$ cat config.mk
export PLATFORM = sky130hd
export DESIGN_NAME = mem_stage_flat
export DESIGN_NICKNAME = d
export VERILOG_FILES = /design/src/rtl/mem_stage_if.sv /design/src/rtl/mem_stage.sv /design/src/flat_wrapper.sv
export SDC_FILE = /design/constraint.sdc
export NUM_CORES = 1
export LEC_CHECK = 0
export ABC_AREA = 1
export CAP_MARGIN = 20
export CORE_AREA = 3 3 116 118
export DETAILED_ROUTE_END_ITERATION = 8
export DIE_AREA = 0 0 119 121
export PLACE_DENSITY = 0.79
export REMOVE_ABC_BUFFERS = 1
export SLEW_MARGIN = 40
export SYNTH_ARGS = -nofsm -noshare
export SYNTH_HDL_FRONTEND = slang
export SYNTH_SLANG_ARGS = --single-unit
$ cat constraint.sdc
create_clock -name clock -period 1.8 [get_ports clock]
set_clock_uncertainty 0.05 [all_clocks]
set_input_delay 0.27 -clock clock [delete_from_list [all_inputs] [get_ports clock]]
set_output_delay 0.27 -clock clock [all_outputs]
set_load 0.01 [all_outputs]
$ cat src/rtl/mem_stage_if.sv
// Data-memory request/acknowledge bus between mem_stage and data memory.
// The master drives the request side; the slave answers with ack/rdata.
interface mem_stage_if #(
    parameter int DATA_W = 32
);
    logic              dmem_req;
    logic              dmem_we;
    logic [DATA_W-1:0] dmem_addr;
    logic [DATA_W-1:0] dmem_wdata;
    logic              dmem_ack;
    logic [DATA_W-1:0] dmem_rdata;

    modport master (
        output dmem_req, dmem_we, dmem_addr, dmem_wdata,
        input  dmem_ack, dmem_rdata
    );

    modport slave (
        input  dmem_req, dmem_we, dmem_addr, dmem_wdata,
        output dmem_ack, dmem_rdata
    );
endinterface

$ cat src/rtl/mem_stage.sv
// Memory-access stage: loads/stores over a req/ack bus, registered WB bundle.
// Define MEM_TIMEOUT_EN to abort WAIT after TIMEOUT_CYCLES cycles without ack.
module mem_stage #(
    parameter int DATA_W         = 32,
    parameter int TIMEOUT_CYCLES = 255
) (
    input  logic              clock,
    input  logic              reset,
    input  logic              valid_in,
    input  logic [DATA_W-1:0] alu_in,
    input  logic [DATA_W-1:0] store_data_in,
    input  logic [4:0]        dst_in,
    input  logic              reg_write_in,
    input  logic              mem_read_in,
    input  logic              mem_write_in,
    output logic              stall_out,
    mem_stage_if.master       dmem,
    output logic              wb_valid,
    output logic [DATA_W-1:0] wb_data,
    output logic [4:0]        wb_dst,
    output logic              wb_reg_write,
    output logic              mem_error
);

    localparam logic [0:0] IDLE = 1'b0;
    localparam logic [0:0] WAIT = 1'b1;

    logic [0:0]        state_q, state_d;
    logic              req_q, req_d;
    logic              we_q, we_d;
    logic [DATA_W-1:0] addr_q, addr_d;
    logic [DATA_W-1:0] wdata_q, wdata_d;
    logic [4:0]        dst_q, dst_d;
    logic              rw_q, rw_d;
    logic              wb_valid_q, wb_valid_d;
    logic [DATA_W-1:0] wb_data_q, wb_data_d;
    logic [4:0]        wb_dst_q, wb_dst_d;
    logic              wb_rw_q, wb_rw_d;
    logic              is_mem;
    logic              timeout_hit;

    assign is_mem = valid_in & (mem_read_in | mem_write_in);

    // Upstream may advance on the edge that completes or aborts the access
    assign stall_out = reset &
        (((state_q == IDLE) & is_mem) |
         ((state_q == WAIT) & ~dmem.dmem_ack & ~timeout_hit));

    assign dmem.dmem_req   = req_q;
    assign dmem.dmem_we    = we_q;
    assign dmem.dmem_addr  = addr_q;
    assign dmem.dmem_wdata = wdata_q;
    assign wb_valid        = wb_valid_q;
    assign wb_data         = wb_data_q;
    assign wb_dst          = wb_dst_q;
    assign wb_reg_write    = wb_rw_q;

`ifdef MEM_TIMEOUT_EN
    localparam int CNT_W =
        ($clog2(TIMEOUT_CYCLES) > 8) ? $clog2(TIMEOUT_CYCLES) : 8;

    logic [CNT_W-1:0] cnt_q, cnt_d;
    logic             mem_error_q, mem_error_d;

    assign timeout_hit = (state_q == WAIT) &&
                         (cnt_q == CNT_W'(TIMEOUT_CYCLES - 1));
    assign mem_error   = mem_error_q;

    always_comb begin
        cnt_d       = cnt_q;
        mem_error_d = timeout_hit & ~dmem.dmem_ack;
        if (state_q == IDLE)
            cnt_d = '0;
        else if (!dmem.dmem_ack)
            cnt_d = cnt_q + 1'b1;
    end

    always_ff @(posedge clock or negedge reset) begin
        if (!reset) begin
            cnt_q       <= '0;
            mem_error_q <= 1'b0;
        end else begin
            cnt_q       <= cnt_d;
            mem_error_q <= mem_error_d;
        end
    end
`else
    assign timeout_hit = 1'b0;
    assign mem_error   = 1'b0;
`endif

    always_comb begin
        state_d    = state_q;
        req_d      = req_q;
        we_d       = we_q;
        addr_d     = addr_q;
        wdata_d    = wdata_q;
        dst_d      = dst_q;
        rw_d       = rw_q;
        wb_valid_d = 1'b0;
        wb_data_d  = wb_data_q;
        wb_dst_d   = wb_dst_q;
        wb_rw_d    = wb_rw_q;
        unique case (state_q)
            IDLE: begin
                if (is_mem) begin
                    state_d = WAIT;
                    req_d   = 1'b1;
                    we_d    = mem_write_in;
                    addr_d  = alu_in;
                    wdata_d = store_data_in;
                    dst_d   = dst_in;
                    rw_d    = reg_write_in;
                    wb_rw_d = 1'b0;
                end else if (valid_in) begin
                    wb_valid_d = 1'b1;
                    wb_data_d  = alu_in;
                    wb_dst_d   = dst_in;
                    wb_rw_d    = reg_write_in;
                end else begin
                    wb_rw_d = 1'b0;
                end
            end
            WAIT: begin
                if (dmem.dmem_ack) begin
                    state_d    = IDLE;
                    req_d      = 1'b0;
                    wb_valid_d = 1'b1;
                    wb_dst_d   = dst_q;
                    wb_data_d  = we_q ? addr_q : dmem.dmem_rdata;
                    wb_rw_d    = ~we_q & rw_q;
                end else if (timeout_hit) begin
                    state_d    = IDLE;
                    req_d      = 1'b0;
                    wb_valid_d = 1'b1;
                    wb_dst_d   = dst_q;
                    wb_data_d  = addr_q;
                    wb_rw_d    = 1'b0;
                end
            end
            default: state_d = IDLE;
        endcase
    end

    always_ff @(posedge clock or negedge reset) begin
        if (!reset) begin
            state_q    <= IDLE;
            req_q      <= 1'b0;
            we_q       <= 1'b0;
            addr_q     <= '0;
            wdata_q    <= '0;
            dst_q      <= '0;
            rw_q       <= 1'b0;
            wb_valid_q <= 1'b0;
            wb_data_q  <= '0;
            wb_dst_q   <= '0;
            wb_rw_q    <= 1'b0;
        end else begin
            state_q    <= state_d;
            req_q      <= req_d;
            we_q       <= we_d;
            addr_q     <= addr_d;
            wdata_q    <= wdata_d;
            dst_q      <= dst_d;
            rw_q       <= rw_d;
            wb_valid_q <= wb_valid_d;
            wb_data_q  <= wb_data_d;
            wb_dst_q   <= wb_dst_d;
            wb_rw_q    <= wb_rw_d;
        end
    end

endmodule

$ cat src/flat_wrapper.sv
// flat-port wrapper written by rule: the top's interface ports become plain ports
module mem_stage_flat 
#(
    parameter int DATA_W         = 32,
    parameter int TIMEOUT_CYCLES = 255
)
  (clock, reset, valid_in, alu_in, store_data_in, dst_in, reg_write_in, mem_read_in, mem_write_in, stall_out, wb_valid, wb_data, wb_dst, wb_reg_write, mem_error, dmem_dmem_req, dmem_dmem_we, dmem_dmem_addr, dmem_dmem_wdata, dmem_dmem_ack, dmem_dmem_rdata);
  mem_stage_if #(.DATA_W(DATA_W)) dmem_i ();
  input  logic clock;
  input  logic reset;
  input  logic valid_in;
  input  logic [DATA_W-1:0] alu_in;
  input  logic [DATA_W-1:0] store_data_in;
  input  logic [4:0] dst_in;
  input  logic reg_write_in;
  input  logic mem_read_in;
  input  logic mem_write_in;
  output logic stall_out;
  output logic wb_valid;
  output logic [DATA_W-1:0] wb_data;
  output logic [4:0] wb_dst;
  output logic wb_reg_write;
  output logic mem_error;
  output wire logic [$bits(dmem_i.dmem_req)-1:0] dmem_dmem_req;
  output wire logic [$bits(dmem_i.dmem_we)-1:0] dmem_dmem_we;
  output wire logic [$bits(dmem_i.dmem_addr)-1:0] dmem_dmem_addr;
  output wire logic [$bits(dmem_i.dmem_wdata)-1:0] dmem_dmem_wdata;
  input wire logic [$bits(dmem_i.dmem_ack)-1:0] dmem_dmem_ack;
  input wire logic [$bits(dmem_i.dmem_rdata)-1:0] dmem_dmem_rdata;
  assign dmem_dmem_req = dmem_i.dmem_req;
  assign dmem_dmem_we = dmem_i.dmem_we;
  assign dmem_dmem_addr = dmem_i.dmem_addr;
  assign dmem_dmem_wdata = dmem_i.dmem_wdata;
  assign dmem_i.dmem_ack = dmem_dmem_ack;
  assign dmem_i.dmem_rdata = dmem_dmem_rdata;
  mem_stage #(.DATA_W(DATA_W), .TIMEOUT_CYCLES(TIMEOUT_CYCLES)) u_core (.clock(clock), .reset(reset), .valid_in(valid_in), .alu_in(alu_in), .store_data_in(store_data_in), .dst_in(dst_in), .reg_write_in(reg_write_in), .mem_read_in(mem_read_in), .mem_write_in(mem_write_in), .stall_out(stall_out), .dmem(dmem_i), .wb_valid(wb_valid), .wb_data(wb_data), .wb_dst(wb_dst), .wb_reg_write(wb_reg_write), .mem_error(mem_error));
endmodule
==> qor.csv <==
stage,metric,value,unit
layout,P&R area growth vs syn,48.7,%
power_and_ir_drop,Lkg Pwr,4.28,nW
clocking,htree depth,3,
route,vias per cell,4.50,
synth,Syn Inst Count,730,
power_and_ir_drop,maximum vdd ir drop,0.000777,V
global_route,total track usage,0.219,
min_path,Hold WC Path Type,in2async,
synth,#FFs+latches synth,112,
die,Core Box Area,12600,um^2
clocking,clock-pin slew on the worst setup and hold paths,0.07,ns
die,# IOs,215,
route,Routed WL per cell,13.8,um
sta,WHS,-0.00288,ns
worst_setup_path,worst-path maximum fanout,3,
route,DRT iter0 DRCs,264,
worst_setup_path,Critical Path AT,1.36,ns
global_route,first-pass GRT wire length,24900,um
layout,share of cells above drive strength 1,0.0571,
route,Via Count,5027,
global_route,GRT overflow,0,
die,Starting Density,0.432,
synth,Ys Warns,0,
layout,ant diodes,0,
clocking,total CTS buffers,9,
route,Final ANT Viol Nets,0,
die,Die Height,121,um
die,die area,14400,um^2
layout,Register Area,2810,um^2
worst_setup_path,critical path required time,1.48,ns
clocking,Root Driver,clkbuf_16,
clocking,clock sink total,112,
worst_setup_path,CP Cell Sequence,inv_2 -> or2_2 -> a21boi_1 -> buf_2,
layout,Fillers,1098,
layout,post-route cell area,8080,um^2
place,Final HPWL DP,10800,um
worst_setup_path,startpoint class of the critical path,flip-flop,
sta,Max transition margin,0.529,
run_status,status,"finished, violations left",
worst_setup_path,CP endpoint kind,output pin,
synth,sequential area share after synthesis,0.516,
sta,final setup fails,0,
sta,"Worst Setup Slack, final",0.124,ns
worst_setup_path,CP Class,reg2out,
power_and_ir_drop,Cell Pwr Density,1110,nW/um^2
global_route,initial antenna violation count,0,
layout,Util after Layout,0.643,
global_route,largest net degree at the start of global routing,99,
sta,RSZ-0062 raised after global routing,false,
synth,synthesized area per cell,7.44,um^2
layout,area of the multi-input gates,1870,um^2
worst_setup_path,Crit path largest cell delay,0.41,ns
sta,Fmax,597,MHz
synth,"Distinct cells, synth",22,
die,Rows,41,
sta,final hold violation count,5,
route,total routed wirelength,15400,um
clocking,clk_lat worst skew,0.34,ns
clocking,CTS tree,yes,
route,first drt pass iteration count,4,
sta,minimum clock period,1.68,ns
sta,Sum Neg Setup Slack,0,ns
place,placed standard-cell area,7760,um^2
run_status,failing checks,hold timing,
flow_run,max cap viols,0,
global_route,vias in the first global route,4914,
clocking,clock buffer depth,2,
synth,synthesized cell area,5430,um^2
worst_setup_path,slowest CP cell,dfrtp_2,
place,Placement Setup Slack,-0.216,ns
route,Residual DRC,0,
place,gpl congestion,0.808,
sta,worst-margin pin slew,0.706,ns
die,die width,119,um
sta,count of pins over their slew limit,0,
clocking,hold-fix buffers at CTS,0,
layout,final net count,1049,
place,Port Buffer Count,213,
sta,post-route clock period utilization,0.931,
[state kept, by name, summed over array words and instances (netlist names), 5 cells and up]
name                    cells
u_core.wb_data             32
u_core.wb_dst               5
u_core.dmem.dmem_wdata     32
u_core.dst_q                5
u_core.dmem.dmem_addr      32
[metrics by stage]
| step | hold WS, ns | total power [mW] | std cells |
|---|---|---|---|
| floorplan | -0.0756 | 4.94 | 692 |
| global placement | 0.407 | 6.94 | 1101 |
| detailed placement | 0.412 | 7.00 | 1101 |
| CTS | 0.0846 | 9.09 | 1118 |
| global route | 0.0359 | 9.58 | 1118 |
| finish | -0.00288 | 9.00 | 1118 |
[worst paths after layout]
| path | startpoint | endpoint | slack (ns) | cells after the start |
|---|---|---|---|---|
| worst min register to register | u_core.wb_dst[0]$_DFFE_PN0P_ | u_core.wb_dst[0]$_DFFE_PN0P_ | 0.43 | 2 |
| worst max register to register | u_core.state_q$_DFF_PN0_ | u_core.wb_data[17]$_DFFE_PN0P_ | 0.22 | 7 |
| worst min-delay path | reset | u_core.dmem.dmem_addr[2]$_DFFE_PN0P_ | -0.003 | 2 |
| worst max-delay path | u_core.state_q$_DFF_PN0_ | stall_out | 0.12 | 4 |
| max in group asynchronous | reset | u_core.dmem.dmem_we$_DFFE_PN0P_ | 1.13 | 2 |
| min in group clock | store_data_in[14] | u_core.dmem.dmem_wdata[14]$_DFFE_PN0P_ | 0.41 | 3 |
[area by class of cell]
class,count,area share
clock buffers,13,0.0322
clock inverters,3,0.00495
inverters,137,0.0636
multi-input cells,443,0.231
flip-flops and latches,112,0.347
well taps,172,0.0266
repair buffers,238,0.294
[cell families (layout without fill, tap and decap cells)]
kind of cell / count (synthesis) / count (layout) / share of synthesized area
compound gates: 79 / 79 / 0.0799
buf+inv: 175 / 391 / 0.141
flops: 112 / 112 / 0.516
other cells: 1 / 1 / 0.000690
simple gates: 363 / 363 / 0.263
[what timing repair did]
action / CTS / global route
gates resized for setup: 4 / 1
buffers inserted: 1 / 0
setup endpoints to repair: 1 / 1
[metal layers]
metal	vias up	part of all wire	wire, um	track usage
li1	2565	-	-	-
met1	2280	0.43	6640	0.281
met2	172	0.47	7270	0.355
met3	10	0.087	1340	0.0746
met4	0	0.0094	145	0.0565
met5	-	0	0	0
[synthesized netlist by cell type (all sizes together)]
master / n / area, um^2
nand2: 326 / 1230
inv: 137 / 514
dfrtp: 112 / 2800
o21ai: 76 / 403
nand3: 33 / 165
buf: 24 / 199
clkbuf: 14 / 52.6
nor2: 3 / 30.0
a21boi: 2 / 26.3
a21oi: 1 / 5.00
conb: 1 / 3.75
or2: 1 / 6.26
[cells in the final DEF, fill, tap and decap left out, drive strengths merged, types with 2 or more instances in the layout]
cell type	instances
dfrtp	112
clkinv	2
clkbuf	13
buf	27
nand2	326
clkdlybuf4s50	211
nor2	3
o21ai	76
nand3	33
inv	137
a21boi	2
[worst max-delay path, delay by kind of cell (launching register included)]
kind | cells | cell delay [ns]
AOI/OAI and AO/OA | 1 | 0.14
buffers and inverters | 2 | 0.19
DFF | 1 | 0.41
and+or+nand+nor | 1 | 0.28
[where the power goes]
group          switching, mW  leakage [nW]  internal, mW
clock network          0.881         0.150          1.15
registers              0.400          1.39          3.15
logic                   1.62          2.74          1.79
total                   2.90          4.28          6.10
Note: power is estimated with default switching activity, not from simulation.
